File: config.mk
export PLATFORM = sky130hd
export DESIGN_NAME = click_rx_sync_flat
export DESIGN_NICKNAME = d
export VERILOG_FILES = /design/src/rtl/click_rx_sync_pkg.sv /design/src/rtl/click_rx_sync_if.sv /design/src/rtl/click_rx_sync_sync_ff.sv /design/src/rtl/click_rx_sync.sv /design/src/flat_wrapper.sv
export SDC_FILE = /design/constraint.sdc
export NUM_CORES = 1
export LEC_CHECK = 0
export BUFFER_PORTS_ARGS = -buffer_cell sky130_fd_sc_hd__buf_2
export CAP_MARGIN = 40
export CELL_PAD_IN_SITES_DETAIL_PLACEMENT = 0
export CELL_PAD_IN_SITES_GLOBAL_PLACEMENT = 1
export CORE_MARGIN = 2
export CORE_UTILIZATION = 40
export DETAILED_ROUTE_END_ITERATION = 12
export HOLD_SLACK_MARGIN = 0.02
export PLACE_DENSITY_LB_ADDON = 0.1
export SYNTH_ARGS = -nofsm -noshare
export SYNTH_HDL_FRONTEND = slang
export SYNTH_SLANG_ARGS = --single-unit
File: constraint.sdc
create_clock -name clk -period 2 [get_ports clk]
set_input_delay 0.4 -clock clk [delete_from_list [all_inputs] [get_ports clk]]
set_output_delay 0.4 -clock clk [all_outputs]
set_load 0.005 [all_outputs]
File: src/rtl/click_rx_sync_pkg.sv
// Shared defaults for the click receive side: data width, sync depth and
// the 2-phase reset value that must agree with click_buf's toggle reset.
package click_rx_sync_pkg;

  localparam int   DEF_DATA_W      = 2;
  localparam int   DEF_SYNC_STAGES = 2;
  localparam int   DEF_FIFO_DEPTH  = 4;
  localparam logic PHASE_RST       = 1'b0;

  // Occupancy needs one bit more than a pointer so "full" is representable.
  function automatic int lvl_w(input int depth);
    return $clog2(depth) + 1;
  endfunction

endpackage

File: src/rtl/click_rx_sync_if.sv
// Click-side token handshake plus the synchronous valid/ready output stream.
// slave = the receiver block, master = whoever drives tokens and consumes data.
interface click_rx_sync_if
  import click_rx_sync_pkg::*;
#(
  parameter int DATA_W     = DEF_DATA_W,
  parameter int FIFO_DEPTH = DEF_FIFO_DEPTH
);
  localparam int LVL_W = lvl_w(FIFO_DEPTH);

  logic              req_in;
  logic [DATA_W-1:0] data_in;
  logic              ack_out;
  logic              m_valid;
  logic [DATA_W-1:0] m_data;
  logic              m_ready;
  logic [LVL_W-1:0]  fifo_level;

  modport slave (
    input  req_in, data_in, m_ready,
    output ack_out, m_valid, m_data, fifo_level
  );

  modport master (
    output req_in, data_in, m_ready,
    input  ack_out, m_valid, m_data, fifo_level
  );
endinterface

File: src/rtl/click_rx_sync_sync_ff.sv
// N-stage flop synchroniser for a 2-phase level (req or ack).
// Latency: STAGES clk edges. No backpressure; the input is a free-running level.
// Backpressure: none.
module click_sync_ff
  import click_rx_sync_pkg::*;
#(
  parameter int STAGES = DEF_SYNC_STAGES
) (
  input  logic clk,
  input  logic reset_n,
  input  logic d_i,
  output logic q_o
);

  logic [STAGES-1:0] sync_q;

  always_ff @(posedge clk or negedge reset_n) begin
    if (!reset_n) begin
      sync_q <= {STAGES{PHASE_RST}};
    end else begin
      sync_q <= {sync_q[STAGES-2:0], d_i};
    end
  end

  assign q_o = sync_q[STAGES-1];

endmodule

File: src/rtl/click_rx_sync.sv
// Sink for a 2-phase bundled-data click pipeline: syncs req, buffers tokens, valid/ready out.
// Latency: push and ack toggle SYNC_STAGES+1 edges after a req transition; head shows same cycle.
// Backpressure: ack withheld while the FIFO is full; token pushed on the first edge with space.
module click_rx_sync
  import click_rx_sync_pkg::*;
#(
  parameter int DATA_W      = DEF_DATA_W,
  parameter int SYNC_STAGES = DEF_SYNC_STAGES,
  parameter int FIFO_DEPTH  = DEF_FIFO_DEPTH
) (
  input  logic            clk,
  input  logic            reset_n,
  click_rx_sync_if.slave  rx
);

  localparam int PTR_W = $clog2(FIFO_DEPTH);
  localparam int LVL_W = lvl_w(FIFO_DEPTH);

  logic              req_s;
  logic              rx_phase_q, rx_phase_d;
  logic [PTR_W-1:0]  wr_ptr_q, wr_ptr_d;
  logic [PTR_W-1:0]  rd_ptr_q, rd_ptr_d;
  logic [LVL_W-1:0]  level_q, level_d;
  logic [DATA_W-1:0] mem_q [FIFO_DEPTH];

  logic pending, full, empty, push, pop;

  click_sync_ff #(
    .STAGES (SYNC_STAGES)
  ) u_req_sync (
    .clk     (clk),
    .reset_n (reset_n),
    .d_i     (rx.req_in),
    .q_o     (req_s)
  );

  // A token is outstanding whenever the synced req phase differs from the last acked phase.
  assign pending = (req_s != rx_phase_q);
  assign full    = (level_q == LVL_W'(FIFO_DEPTH));
  assign empty   = (level_q == '0);
  assign push    = pending && !full;
  assign pop     = !empty && rx.m_ready;

  always_comb begin
    wr_ptr_d   = wr_ptr_q;
    rd_ptr_d   = rd_ptr_q;
    level_d    = level_q;
    rx_phase_d = rx_phase_q;
    if (push) begin
      wr_ptr_d   = wr_ptr_q + 1'b1;
      rx_phase_d = ~rx_phase_q;
    end
    if (pop) begin
      rd_ptr_d = rd_ptr_q + 1'b1;
    end
    case ({push, pop})
      2'b10:   level_d = level_q + 1'b1;
      2'b01:   level_d = level_q - 1'b1;
      default: level_d = level_q;
    endcase
  end

  always_ff @(posedge clk or negedge reset_n) begin
    if (!reset_n) begin
      rx_phase_q <= PHASE_RST;
      wr_ptr_q   <= '0;
      rd_ptr_q   <= '0;
      level_q    <= '0;
    end else begin
      rx_phase_q <= rx_phase_d;
      wr_ptr_q   <= wr_ptr_d;
      rd_ptr_q   <= rd_ptr_d;
      level_q    <= level_d;
    end
  end

  // data_in is bundled: it is stable by the time req_s has crossed, so it is sampled raw.
  always_ff @(posedge clk or negedge reset_n) begin
    if (!reset_n) begin
      for (int i = 0; i < FIFO_DEPTH; i++) begin
        mem_q[i] <= '0;
      end
    end else if (push) begin
      mem_q[wr_ptr_q] <= rx.data_in;
    end
  end

  assign rx.ack_out    = rx_phase_q;
  assign rx.m_valid    = !empty;
  assign rx.m_data     = mem_q[rd_ptr_q];
  assign rx.fifo_level = level_q;

endmodule

File: src/flat_wrapper.sv
// flat-port wrapper written by rule: the top's interface ports become plain ports
module click_rx_sync_flat import click_rx_sync_pkg::*;
#(
  parameter int DATA_W      = DEF_DATA_W,
  parameter int SYNC_STAGES = DEF_SYNC_STAGES,
  parameter int FIFO_DEPTH  = DEF_FIFO_DEPTH
)
  (clk, reset_n, rx_req_in, rx_data_in, rx_m_ready, rx_ack_out, rx_m_valid, rx_m_data, rx_fifo_level);
  click_rx_sync_if #(.DATA_W(DATA_W), .FIFO_DEPTH(FIFO_DEPTH)) rx_i ();
  input  logic clk;
  input  logic reset_n;
  input wire logic [$bits(rx_i.req_in)-1:0] rx_req_in;
  input wire logic [$bits(rx_i.data_in)-1:0] rx_data_in;
  input wire logic [$bits(rx_i.m_ready)-1:0] rx_m_ready;
  output wire logic [$bits(rx_i.ack_out)-1:0] rx_ack_out;
  output wire logic [$bits(rx_i.m_valid)-1:0] rx_m_valid;
  output wire logic [$bits(rx_i.m_data)-1:0] rx_m_data;
  output wire logic [$bits(rx_i.fifo_level)-1:0] rx_fifo_level;
  assign rx_i.req_in = rx_req_in;
  assign rx_i.data_in = rx_data_in;
  assign rx_i.m_ready = rx_m_ready;
  assign rx_ack_out = rx_i.ack_out;
  assign rx_m_valid = rx_i.m_valid;
  assign rx_m_data = rx_i.m_data;
  assign rx_fifo_level = rx_i.fifo_level;
  click_rx_sync #(.DATA_W(DATA_W), .SYNC_STAGES(SYNC_STAGES), .FIFO_DEPTH(FIFO_DEPTH)) u_core (.clk(clk), .reset_n(reset_n), .rx(rx_i));
endmodule
==> impl_results.md <==
- CP Capture Type: flop
- Starting Density: 0.4123
- Synth area leader: dfrtp_1
- Final period utilization: 0.9930
- Vias in the first global route: 529
- Share of cells above drive strength 1: 0.4368
- Fin util: 0.5114
- Slew @ Worst Pin: 389.6 ps
- GRT Residual Overflow: 0
- VDD IR max: 0.0007566 V
- Hold Vio Cnt, Final: 0
- FILL cells: 200
- Rows: 17
- Max-slew violations: 0
- Post-synthesis sequential area ratio: 0.5085
- Max Cap Violations: 0
- Final min period: 1986 ps
- Global-route wire length before repair: 2304 um
- Post-DP HPWL: 1029 um
- Slew HR: 0.7403
- Initial antenna violation count: 0
- Antenna diodes: 0
- Fmax: 503.5 MHz
- Outcome: finished, final reports clean
- ANT nets after route: 0
- Die Y-Extent: 51.06 um
- # DRC: 0
- H-Tree Depth: 1
- Clock-pin transition on the worst setup and hold timing paths: 100 ps
- Per-cell routed wire length: 11.57 um
- Total global-route track usage: 0.1263
- TritonCTS clock tree: built
- Skew-Pair Late Insertion Delay: 290 ps
- PostCTS Resize Cnt: 0
- Final wirelength: 1331 um
- Pre-CTS setup slack: 20.82 ps
- Routability-driven placement congestion ratio: 0.7252
- Final setup margin: 13.91 ps
- Placeable Area: 0.002148 mm^2
- Top cells by area, synth: dfrtp_1 51%, mux2_1 10%, ha_1 7.1%
- Post-Syn Instances: 62
- Mapped cell area: 885.9 um^2
- Max clock buf depth: 2
- Synth Warn #: 0
- CP required: 2220 ps
- Startpoint types: flop
- CTS sink count: 18
- IO buf count: 12
- Nets: 100
- Syn Nets: 74
- DR vias: 538
- Final setup fails: 0
- Hold WC Path Type: in -> reg
- Unrepaired setup endpoints after global routing: true
- Crit Path Max Fanout: 2
- Hold_ws: 207.0 ps
- Largest net degree at the start of global routing: 19
- P&R area growth vs syn: 24.01%
- Pre-Repair DR Iteration Count: 2
- Drt initial violations: 4
- Num CTS Buffers: 3
- Die area: 0.002607 mm^2
- Crit path arrival time: 2200 ps
- Top-area cell type share of the netlist area: 0.5085
- Synthesis-stage register bit count: 18
- Avg Cell Area, Syn: 14.29 um^2
- Avg Vias per Cell: 4.678
- Die Span X: 51.06 um
- Clock skew: 1.154 ps
- Leak: 0.0005082 uW
- IO Pins: 13
- R2R Setup Slk: 10 ps
- Root Buffer: clkbuf_4
- CP Class: reg -> reg
- Yosys cell types: 21
- PD cells: 1590 mW/mm^2
==> cell families after synthesis <==
group / count (synthesis) / synth area share
compound gates: 2 / 0.01553
xor+xnor: 7 / 0.07770
fa+ha+maj: 6 / 0.09322
buf+inv: 7 / 0.03813
flops: 18 / 0.5085
mux: 12 / 0.1808
simple gates: 10 / 0.08615
==> cells in the mapped netlist (all sizes together) <==
library cell	count
buf	1
fa	1
dfrtp	18
o31a	1
or3	1
nand3	5
and2	1
o21ai	1
inv	6
xnor2	3
xor2	4
mux2	9
mux4	2
nand2	1
or3b	1
ha	5
nor2	1
mux2i	1
==> layout by cell type, fill, tap and decap left out, types with 2 or more instances in the layout <==
master and n:
buf_2 12, buf_4 9, clkbuf_4 3, dfrtp_1 18, ha_1 4, inv_1 4
inv_2 2, mux2_1 8, mux4_2 2, nand3_2 4, xnor2_1 3, xor2_1 3
==> metrics by stage <==
stage | setup TNS, ps | cells | power (uW) | area [um^2]
floorplan | -114.2 | 62 | 1226 | 900.9
global placement | 0 | 107 | 1487 | 1030
detailed placement | 0 | 107 | 1500 | 1030
CTS | 0 | 112 | 1733 | 1076
global route | -60.48 | 115 | 1898 | 1099
finish | 0 | 115 | 1747 | 1099
==> power by group <==
part,internal (uW),switching [uW]
Sequential,536,110
Combinational,512,369
Clock,111,109
Total,1160,588
==> worst paths after layout <==
kind | cells past startpoint | start | endpoint
setup / recovery | 9 | u_core.rx.fifo_level[1] | u_core.rx.fifo_level[2]
hold / removal | 1 | rx_req_in | u_core.u_req_sync.sync_q[0]
setup reg to reg | 9 | u_core.rx.fifo_level[1] | u_core.rx.fifo_level[2]
hold reg to reg | 0 | u_core.u_req_sync.sync_q[0] | u_core.u_req_sync.sync_q[1]
max in group asynchronous | 2 | reset_n | u_core.mem_q[5]
min in group asynchronous | 2 | reset_n | u_core.u_req_sync.sync_q[0]
==> flip-flops by register name, indices dropped and copies added, names as in the netlist <==
signal                    count
u_core.mem_q                  8
u_core.rx.fifo_level          3
u_core.rd_ptr_q               2
u_core.u_req_sync.sync_q      2
u_core.wr_ptr_q               2
u_core.rx.ack_out             1
==> per-layer routing <==
metal  up-vias  part of all wire  track usage
met3         2             0.038      0.05263
met5         -                 0            0
met2         7              0.47       0.2013
met4         0            0.0060      0.04054
met1       267              0.48       0.1546
li1        262                 -            -
==> cell type report <==
class	instances	area, um^2	area share
multi-input cells	37	416.7	0.3793
repair buffers	22	137.6	0.1253
well taps	28	35.03	0.03189
inverters	6	22.52	0.02050
clock buffers	4	36.28	0.03303
flip-flops and latches	18	450.4	0.4100
==> timing repair <==
| item | in CTS | in global routing |
|---|---|---|
| hold buffers | 1 | 0 |
| endpoints found under the setup margin | 1 | 1 |
| setup buffers | 0 | 3 |
| pin swaps | 2 | 4 |
| endpoints found under the hold margin | 8 | 0 |
==> worst max-delay path: stages (launching register included) <==
cell and delay (ps):
dfrtp_1 390, or3b_1 390, and2_4 150, inv_2 50, ha_4 130, inv_2 30, fa_2 320, xor2_1 150
nor2_1 130, xor2_1 170
No activity file was read; power rests on OpenSTA's default activity.
